<file path="src/rtl/imem_loader_if.sv">
// Handshake and instruction-memory write bus between the byte-stream loader and its surroundings.
// master = loader side (drives in_ready, the write port and status); slave = stream source / memory / core side.
interface imem_loader_if #(
    parameter int ADDR_W = 8
);
    logic [7:0]        in_data;
    logic              in_valid;
    logic              in_ready;
    logic              reload;
    logic              mem_we;
    logic [ADDR_W-1:0] mem_addr;
    logic [31:0]       mem_wdata;
    logic              core_reset;
    logic              load_done;
    logic              load_error;
    logic [ADDR_W:0]   words_loaded;

    modport master (
        input  in_data, in_valid, reload,
        output in_ready, mem_we, mem_addr, mem_wdata,
        output core_reset, load_done, load_error, words_loaded
    );

    modport slave (
        output in_data, in_valid, reload,
        input  in_ready, mem_we, mem_addr, mem_wdata,
        input  core_reset, load_done, load_error, words_loaded
    );
endinterface

</file>
<file path="src/rtl/imem_loader.sv">
// Loads a length-prefixed little-endian byte stream into instruction memory, one word per 4 bytes,
// holding the RV32I core in reset until the image is complete.
//
//   state  | meaning
//   LEN0   | waiting for length low byte
//   LEN1   | waiting for length high byte, range-check N
//   DATA   | assembling words and issuing writes
//   DONE   | image written, core released
//   ERR    | N larger than memory depth, core held in reset
module imem_loader #(
    parameter int ADDR_W = 8
) (
    input  logic          clk,
    input  logic          reset,
    imem_loader_if.master bus
);
    typedef enum logic [2:0] {
        S_LEN0,
        S_LEN1,
        S_DATA,
        S_DONE,
        S_ERR
    } state_t;

    localparam logic [16:0] C_DEPTH = 17'd1 << ADDR_W;

    state_t            r_state;
    state_t            w_state_next;
    logic              r_in_ready;
    logic [7:0]        r_len_lo;
    logic [15:0]       r_len;
    logic [1:0]        r_byte_cnt;
    logic [23:0]       r_asm;
    logic [ADDR_W-1:0] r_word_idx;
    logic [ADDR_W:0]   r_words_loaded;
    logic              r_mem_we;
    logic [ADDR_W-1:0] r_mem_addr;
    logic [31:0]       r_mem_wdata;
    logic              r_core_reset;
    logic              r_load_done;
    logic              r_load_error;

    logic              w_xfer;
    logic [15:0]       w_len;
    logic              w_word_done;
    logic              w_last;
    logic              w_reload_entry;
    logic [ADDR_W:0]   w_count_inc;

    always_ff @(posedge clk or negedge reset) begin
        if (!reset) begin
            r_state <= S_LEN0;
        end else begin
            r_state <= w_state_next;
        end
    end

    always_comb begin
        w_xfer         = bus.in_valid & r_in_ready;
        w_len          = {bus.in_data, r_len_lo};
        w_word_done    = (r_state == S_DATA) && w_xfer && (r_byte_cnt == 2'd3);
        w_count_inc    = r_words_loaded + {{ADDR_W{1'b0}}, 1'b1};
        // 17-bit compare so that N = 2^ADDR_W is reachable
        w_last         = ({{(16 - ADDR_W){1'b0}}, w_count_inc} == {1'b0, r_len});
        w_reload_entry = ((r_state == S_DONE) || (r_state == S_ERR)) && bus.reload;
        w_state_next   = r_state;
        case (r_state)
            S_LEN0: begin
                if (w_xfer) w_state_next = S_LEN1;
            end
            S_LEN1: begin
                if (w_xfer) begin
                    if (w_len == 16'd0) begin
                        w_state_next = S_DONE;
                    end else if ({1'b0, w_len} > C_DEPTH) begin
                        w_state_next = S_ERR;
                    end else begin
                        w_state_next = S_DATA;
                    end
                end
            end
            S_DATA: begin
                if (w_word_done && w_last) w_state_next = S_DONE;
            end
            S_DONE, S_ERR: begin
                if (bus.reload) w_state_next = S_LEN0;
            end
            default: w_state_next = S_LEN0;
        endcase
    end

    always_ff @(posedge clk or negedge reset) begin
        if (!reset) begin
            r_in_ready     <= 1'b0;
            r_len_lo       <= 8'd0;
            r_len          <= 16'd0;
            r_byte_cnt     <= 2'd0;
            r_asm          <= 24'd0;
            r_word_idx     <= '0;
            r_words_loaded <= '0;
            r_mem_we       <= 1'b0;
            r_mem_addr     <= '0;
            r_mem_wdata    <= 32'd0;
            r_core_reset   <= 1'b1;
            r_load_done    <= 1'b0;
            r_load_error   <= 1'b0;
        end else begin
            r_in_ready <= (w_state_next == S_LEN0) || (w_state_next == S_LEN1) ||
                          (w_state_next == S_DATA);
            r_mem_we   <= w_word_done;

            if (w_xfer && (r_state == S_LEN0)) begin
                r_len_lo <= bus.in_data;
            end
            if (w_xfer && (r_state == S_LEN1)) begin
                r_len      <= w_len;
                r_byte_cnt <= 2'd0;
                r_word_idx <= '0;
                if (w_state_next == S_ERR) r_load_error <= 1'b1;
            end
            if (w_xfer && (r_state == S_DATA)) begin
                r_byte_cnt <= r_byte_cnt + 2'd1;
                r_asm      <= {bus.in_data, r_asm[23:8]};
            end
            if (w_word_done) begin
                r_mem_addr     <= r_word_idx;
                r_mem_wdata    <= {bus.in_data, r_asm};
                r_word_idx     <= r_word_idx + {{(ADDR_W - 1){1'b0}}, 1'b1};
                r_words_loaded <= w_count_inc;
            end

            // release happens one edge after DONE is entered, i.e. after the last write pulse
            if (w_reload_entry) begin
                r_core_reset   <= 1'b1;
                r_load_done    <= 1'b0;
                r_load_error   <= 1'b0;
                r_words_loaded <= '0;
            end else if (r_state == S_DONE) begin
                r_core_reset <= 1'b0;
                r_load_done  <= 1'b1;
            end
        end
    end

    assign bus.in_ready     = r_in_ready;
    assign bus.mem_we       = r_mem_we;
    assign bus.mem_addr     = r_mem_addr;
    assign bus.mem_wdata    = r_mem_wdata;
    assign bus.core_reset   = r_core_reset;
    assign bus.load_done    = r_load_done;
    assign bus.load_error   = r_load_error;
    assign bus.words_loaded = r_words_loaded;
endmodule

</file>
<file path="src/flat_wrapper.sv">
// flat-port wrapper written by rule: the top's interface ports become plain ports
module imem_loader_flat 
#(
    parameter int ADDR_W = 8
)
  (clk, reset, bus_in_data, bus_in_valid, bus_reload, bus_in_ready, bus_mem_we, bus_mem_addr, bus_mem_wdata, bus_core_reset, bus_load_done, bus_load_error, bus_words_loaded);
  imem_loader_if #(.ADDR_W(ADDR_W)) bus_i ();
  input  logic clk;
  input  logic reset;
  input wire logic [$bits(bus_i.in_data)-1:0] bus_in_data;
  input wire logic [$bits(bus_i.in_valid)-1:0] bus_in_valid;
  input wire logic [$bits(bus_i.reload)-1:0] bus_reload;
  output wire logic [$bits(bus_i.in_ready)-1:0] bus_in_ready;
  output wire logic [$bits(bus_i.mem_we)-1:0] bus_mem_we;
  output wire logic [$bits(bus_i.mem_addr)-1:0] bus_mem_addr;
  output wire logic [$bits(bus_i.mem_wdata)-1:0] bus_mem_wdata;
  output wire logic [$bits(bus_i.core_reset)-1:0] bus_core_reset;
  output wire logic [$bits(bus_i.load_done)-1:0] bus_load_done;
  output wire logic [$bits(bus_i.load_error)-1:0] bus_load_error;
  output wire logic [$bits(bus_i.words_loaded)-1:0] bus_words_loaded;
  assign bus_i.in_data = bus_in_data;
  assign bus_i.in_valid = bus_in_valid;
  assign bus_i.reload = bus_reload;
  assign bus_in_ready = bus_i.in_ready;
  assign bus_mem_we = bus_i.mem_we;
  assign bus_mem_addr = bus_i.mem_addr;
  assign bus_mem_wdata = bus_i.mem_wdata;
  assign bus_core_reset = bus_i.core_reset;
  assign bus_load_done = bus_i.load_done;
  assign bus_load_error = bus_i.load_error;
  assign bus_words_loaded = bus_i.words_loaded;
  imem_loader #(.ADDR_W(ADDR_W)) u_core (.clk(clk), .reset(reset), .bus(bus_i));
endmodule
</file>
<file path="config.mk">
export PLATFORM = sky130hd
export DESIGN_NAME = imem_loader_flat
export DESIGN_NICKNAME = d
export VERILOG_FILES = /design/src/rtl/imem_loader_if.sv /design/src/rtl/imem_loader.sv /design/src/flat_wrapper.sv
export SDC_FILE = /design/constraint.sdc
export NUM_CORES = 1
export LEC_CHECK = 0
export BUFFER_PORTS_ARGS = -buffer_cell sky130_fd_sc_hd__buf_2
export CELL_PAD_IN_SITES_DETAIL_PLACEMENT = 0
export CELL_PAD_IN_SITES_GLOBAL_PLACEMENT = 2
export CORE_MARGIN = 5
export CORE_UTILIZATION = 30
export CTS_CLUSTER_DIAMETER = 80
export DETAILED_ROUTE_END_ITERATION = 8
export PLACE_DENSITY = 0.75
export RECOVER_POWER = 100
export SYNTH_ARGS = -nofsm -noshare
export SYNTH_HDL_FRONTEND = slang
export SYNTH_SLANG_ARGS = --single-unit
</file>
<file path="constraint.sdc">
create_clock -name clk -period 2.5 [get_ports clk]
set_clock_uncertainty 0.05 [all_clocks]
set_input_delay 0 -clock clk [delete_from_list [all_inputs] [get_ports clk]]
set_output_delay 0 -clock clk [all_outputs]
set_load 0.02 [all_outputs]
</file>
==> results.json, run 1 <==
{
  "cellLeakagePower_uw": 0.002865,
  "gp_congestion": 0.7801,
  "power.internal_uw": 4109,
  "grt_pass1_vias": 3694,
  "failed_checks": "capacitance limit, slew limit",
  "placed_cells": 731,
  "cp.required_ps": 2730,
  "pwr-share-seq": 0.422,
  "drc": 0,
  "tns_ps": 0,
  "synthFlopType": "dfrtp_1",
  "clock_sinks": 115,
  "rsz0062_at_grt": "no",
  "viasPerCell": 4.556,
  "status": "finished with violations",
  "cp_data_arrival_time_ps": 2460,
  "finalNonFillerCells": 772,
  "p_comb_frac": 0.130,
  "cpMaxStageDelayCell": "or4_4",
  "post_cts_buffers": 0,
  "slowest_delay_ps": 750,
  "ys_ff_latch": 115,
  "pwr-share-clk": 0.448,
  "async_flop_share": 1.000,
  "clk_pin_slew_ps": 50,
  "synth_edf_count": 0,
  "finalCritPeriodShare": 0.8943,
  "ant_nets": 0,
  "cts_tree": "done",
  "yosysTopAreaCell": "dfrtp_1",
  "grt_pass1_wl_um": 18890,
  "grt_start_max_net_pins": 64,
  "hold_depth": 5,
  "wl_per_cell_um": 14.68,
  "r2r_cells": 5,
  "core_mm2": 0.01647,
  "die_h_um": 138.9,
  "hold_class": "in -> reg",
  "cts_made_buffers": 17,
  "start_kind": "flop",
  "path_max_fanout": 27,
  "crit_chain": "clkinvlp_2 -> or4_4 -> and2_0 -> o21ai_0 -> o21ai_0",
  "netSwitchingFraction": 0.2513,
  "crit_cells": 5,
  "syn_area_mm2": 0.004985,
  "syn_to_final_growth_pct": 22.01,
  "clk_latency_ps": 410,
  "drt_iter0_drc": 133,
  "routed_wl_um": 11330,
  "htreeDepth": 4,
  "rows": 47,
  "relSlewSlack": -0.07914,
  "hold_violations": 0,
  "ir_drop_uv": 513.5,
  "grt_use_total": 0.1208,
  "fin_crit_ps": 2236,
  "slew_viol_final": 63,
  "fmax_mhz": 447.3,
  "p_sw_uw": 1379,
  "fin_nets": 555,
  "crit_type": "reg -> reg",
  "grt_antenna_before_repair": 0,
  "dp_hpwl_um": 7857,
  "antennaDiodeCount": 0,
  "p_per_area_mw_per_mm2": 902.4,
  "synth.distinct_cells": 51,
  "die_x_um": 138.9,
  "yosys_warnings": 0,
  "clock-root-buffer": "clkbuf_16",
  "ys_top_cells_by_area": "dfrtp_1, nand2_1, mux2_2",
  "yosysSeqAreaShare": 0.5776,
  "drive_above_1_share": 0.1630,
  "ios": 66,
  "start_util": 0.3027,
  "synth_fp_nets": 475,
  "drt_first_pass_iters": 4,
  "num_vias": 3517,
  "endpoint_kind": "flop",
  "clk_path_buf_depth": 2,
  "avgSynthCellArea_um2": 10.84,
  "overflow": 0,
  "yosysTopAreaCellShare": 0.5723,
  "critPathBufInv": 1,
  "syn-instance-count": 460,
  "die_area_mm2": 0.01929,
  "crit_path_frequent_cell": "o21ai_0",
  "port_buffers": 65,
  "max_cap_viol_count": 1,
  "critPathTopFamily": "simple AND/OR/NAND/NOR gates",
  "worst_pin_slew_ps": 1619,
  "setup_violations": 0
}
==> power by group through the flow <==
stage | clock [uW] | sequential, uW | combinational (uW)
after floorplan | 0 | 2280 | 740
after global placement | 0 | 2360 | 824
after detailed placement | 0 | 2370 | 842
after CTS | 2520 | 2340 | 858
after global routing | 2600 | 2350 | 794
final | 2460 | 2320 | 713
==> kinds of logic after synthesis <==
group / Yosys count / synth area share
mux: 48 / 0.1175
simple gates: 201 / 0.1777
buf+inv: 28 / 0.03112
fa+ha+maj: 3 / 0.007531
compound gates: 51 / 0.06401
xor+xnor: 14 / 0.02460
flops: 115 / 0.5776
==> final timing paths <==
path / startpoint / end / slack [ps]
hold / removal: bus_in_valid / u_core.r_state[0] / 140
max in group asynchronous: reset / u_core.r_asm[21] / 740
setup reg to reg: u_core.r_state[0] / u_core.r_word_idx[2] / 260
hold reg to reg: u_core.r_asm[7] / u_core.bus.mem_wdata[7] / 410
setup / recovery: u_core.r_state[0] / u_core.r_word_idx[2] / 260
min in group asynchronous: reset / u_core.bus.mem_wdata[27] / 500
==> per-stage QoR <==
step	power (uW)	utilization	area [um^2]	hold slack [ps]	setup slack, ps
after floorplan	3018	-	4985	-345.6	638.7
after global placement	3183	0.3359	5530	109.8	423.8
after detailed placement	3209	0.3359	5530	105.1	379.2
after CTS	5711	0.3786	6233	89.26	360.1
after global routing	5742	0.3694	6082	164.0	73.12
final	5488	0.3694	6082	138.8	264.2
==> cell usage in the layout, fill, tap and decap left out, drive strengths merged, types with 4 or more instances in the layout <==
cell type / count
inv: 5
dlygate4sd3: 10
dfrtp: 114
clkbuf: 81
xor2: 8
o31ai: 4
a21oi: 4
nand2: 142
nand3: 7
nor4: 6
o21ai: 26
mux2: 48
nand4: 8
nor2: 17
nor3: 5
buf: 14
xnor2: 6
clkinv: 4
nor2b: 4
==> synth_stat cells, types with 2 or more instances <==
| cell | count |
|---|---|
| a21oi_1 | 4 |
| a31oi_1 | 3 |
| buf_1 | 3 |
| buf_2 | 7 |
| buf_6 | 3 |
| clkbuf_1 | 8 |
| dfrtp_1 | 114 |
| ha_1 | 3 |
| inv_1 | 4 |
| mux2_2 | 36 |
| mux2_4 | 12 |
| nand2_1 | 142 |
| nand3_1 | 7 |
| nand3b_1 | 2 |
| nand4_1 | 8 |
| nor2_1 | 17 |
| nor2b_1 | 4 |
| nor3_1 | 5 |
| nor3b_1 | 2 |
| nor4_1 | 5 |
| o21ai_0 | 22 |
| o21ai_1 | 4 |
| o21ba_2 | 2 |
| o31ai_1 | 4 |
| xnor2_1 | 6 |
| xor2_1 | 8 |
==> sequential cells by signal, summed over array words and instances (netlist names) <==
name                     cells
u_core.bus.mem_addr          8
u_core.r_asm                24
u_core.r_len                16
u_core.r_byte_cnt            2
u_core.bus.load_error        1
u_core.r_len_lo              8
u_core.bus.mem_we            1
u_core.bus.mem_wdata        32
u_core.bus.load_done         1
u_core.r_word_idx            8
u_core.bus.core_reset        1
u_core.bus.words_loaded      9
u_core.r_state               3
u_core.bus.in_ready          1
==> what timing repair did <==
| item | CTS | global route |
|---|---|---|
| hold endpoints to repair | 96 | 0 |
| resized for setup | 0 | 0 |
| hold buffers | 10 | 0 |
==> worst min-delay path: cells and delay by family <==
family,cells,cell delay (ps)
and+or+nand+nor,3,320
buffers and inverters,1,110
AOI/OAI and AO/OA,1,100
==> layer usage <==
metal | up-vias | global-route usage | routed length, um
met4 | 0 | 0.04789 | 150
met1 | 1728 | 0.1547 | 5342
li1 | 1716 | - | -
met3 | 16 | 0.03414 | 423
met2 | 57 | 0.1941 | 5418
met5 | - | 0 | 0
==> layout make-up <==
type	count	area, um^2
Timing Repair Buffer	83	419.2
Fill cell	1718	10380
Tap cell	220	275.3
Clock buffer	22	474.2
Clock inverter	9	128.9
Multi-Input combinational cell	317	1882
Sequential cell	115	2879
Inverter	6	23.77
Note: power is estimated with default switching activity, not from simulation.
==> inputs of run 2 (changes only) <==
Settings changed: CORE_MARGIN 5 to not set, GPL_ROUTABILITY_DRIVEN set to 0, REMOVE_ABC_BUFFERS set to 1.
==> results.json, run 2 (same netlist as run 1, synthesis figures left out) <==
{
  "grt_pass1_wl_um": 18330,
  "cts_made_buffers": 17,
  "fin_crit_ps": 2212,
  "ir_drop_uv": 517.3,
  "wl_per_cell_um": 14.33,
  "relSlewSlack": 0.2061,
  "htreeDepth": 4,
  "status": "complete, no violations",
  "grt_start_max_net_pins": 56,
  "hold_violations": 0,
  "crit_chain": "clkinvlp_2 -> or4_4 -> and2_4 -> o21ai_0 -> o21ai_0",
  "drive_above_1_share": 0.1612,
  "overflow": 0,
  "hold_class": "in -> reg",
  "drt_iter0_drc": 172,
  "post-route-util": 0.3773,
  "fmax_mhz": 452.0,
  "cp.required_ps": 2730,
  "dp_hpwl_um": 7120,
  "hold_depth": 5,
  "endpoint_kind": "flop",
  "start_kind": "flop",
  "place_area_mm2": 0.005530,
  "cts_tree": "done",
  "grt_use_total": 0.1417,
  "port_buffers": 65,
  "p_per_area_mw_per_mm2": 898.6,
  "crit_type": "reg -> reg",
  "clk_pin_slew_ps": 50,
  "place_ws_ps": 373.8,
  "slowest_delay_ps": 770,
  "cpMaxStageDelayCell": "or4_4",
  "start_util": 0.3104,
  "cellLeakagePower_uw": 0.002852,
  "worst_pin_slew_ps": 1191,
  "setup_violations": 0,
  "core_mm2": 0.01606,
  "grt_antenna_before_repair": 0,
  "cp_data_arrival_time_ps": 2440,
  "rows": 46,
  "placed_cells": 726,
  "die_x_um": 130.9,
  "drc": 0,
  "clock_sinks": 115,
  "r2r_cells": 5,
  "path_max_fanout": 27,
  "num_vias": 3535,
  "final_common_cell": "nand2_1",
  "rsz0062_at_grt": "no",
  "viasPerCell": 4.603,
  "hold_slack_ps": 150.6,
  "clk_latency_ps": 410,
  "crit_path_frequent_cell": "o21ai_0",
  "syn_to_final_growth_pct": 21.54,
  "slew_viol_final": 0,
  "routed_wl_um": 11010,
  "finalCritPeriodShare": 0.8849,
  "fin_nets": 554,
  "max_cap_viol_count": 0,
  "clk_path_buf_depth": 2,
  "ant_nets": 0,
  "drt_first_pass_iters": 4,
  "fin_ws_ps": 287.7,
  "die_area_mm2": 0.01713,
  "antennaDiodeCount": 0,
  "grt_pass1_vias": 3533,
  "ios": 66,
  "clock-root-buffer": "clkbuf_16",
  "finalNonFillerCells": 768,
  "die_h_um": 130.9,
  "stdcell_area_mm2": 0.006058,
  "final_cell_mix": "nand2_1, dfrtp_1, clkbuf_1",
  "largest_register_ffs": 32
}
==> run 2: final cells by class <==
type | count | area, um^2
clock buffer | 22 | 454.2
clock inverter | 10 | 132.6
fill | 1638 | 10000
inverter | 6 | 23.77
multi-input combinational | 317 | 1884
sequential | 115 | 2879
tap | 216 | 270.3
timing repair buffer | 82 | 414.1
==> run 2: path summary, 6_finish.rpt <==
| path | startpoint | endpoint | slack [ps] |
|---|---|---|---|
| worst min-delay path | bus_in_valid | u_core.r_state[0] | 150 |
| min in group asynchronous | reset | u_core.bus.mem_wdata[17] | 310 |
| worst max-delay path | u_core.r_state[0] | u_core.r_word_idx[2] | 290 |
| worst min register to register | u_core.r_asm[2] | u_core.bus.mem_wdata[2] | 410 |
| worst max register to register | u_core.r_state[0] | u_core.r_word_idx[2] | 290 |
| max in group asynchronous | reset | u_core.bus.mem_wdata[22] | 880 |
==> run 2: worst max-delay path: cells and delay by family, from the launching register on <==
kind                   cells  cell delay [ps]
AND/OR/NAND/NOR            2             1020
buffers and inverters      1              250
flip-flops                 1              530
AO/OA/AOI/OAI              2              240
==> run 2: report_power, final <==
group	internal, uW	switching (uW)	leakage [uW]
clock	1580	828	0.000280
sequential	2110	208	0.00154
combinational	372	347	0.00103
total	4060	1380	0.00285
==> run 2: metrics by stage <==
step / TNS (ps) / power [uW]
4_1_cts: 0 / 5661
5_1_grt: 0 / 5704
6_report: 0 / 5444
3_3_place_gp: 0 / 3180
2_1_floorplan: -51310 / 2950
3_5_place_dp: 0 / 3210
==> run 2: what timing repair did <==
item                                    4_1_cts  5_1_grt
hold buffers                                 10        0
endpoints found under the hold margin        81        0
gates resized for setup                       0        0
endpoints found under the setup margin        0        0
setup buffers                                 0        0
==> run 2: layer usage <==
metal,part of all wire,wire length [um],track usage,vias to the layer above
li1,-,-,-,1727
met1,0.49,5365,0.1927,1734
met2,0.46,5017,0.2104,64
met3,0.046,509,0.04642,10
met4,0.010,114,0.05071,0
met5,0,0,0,-
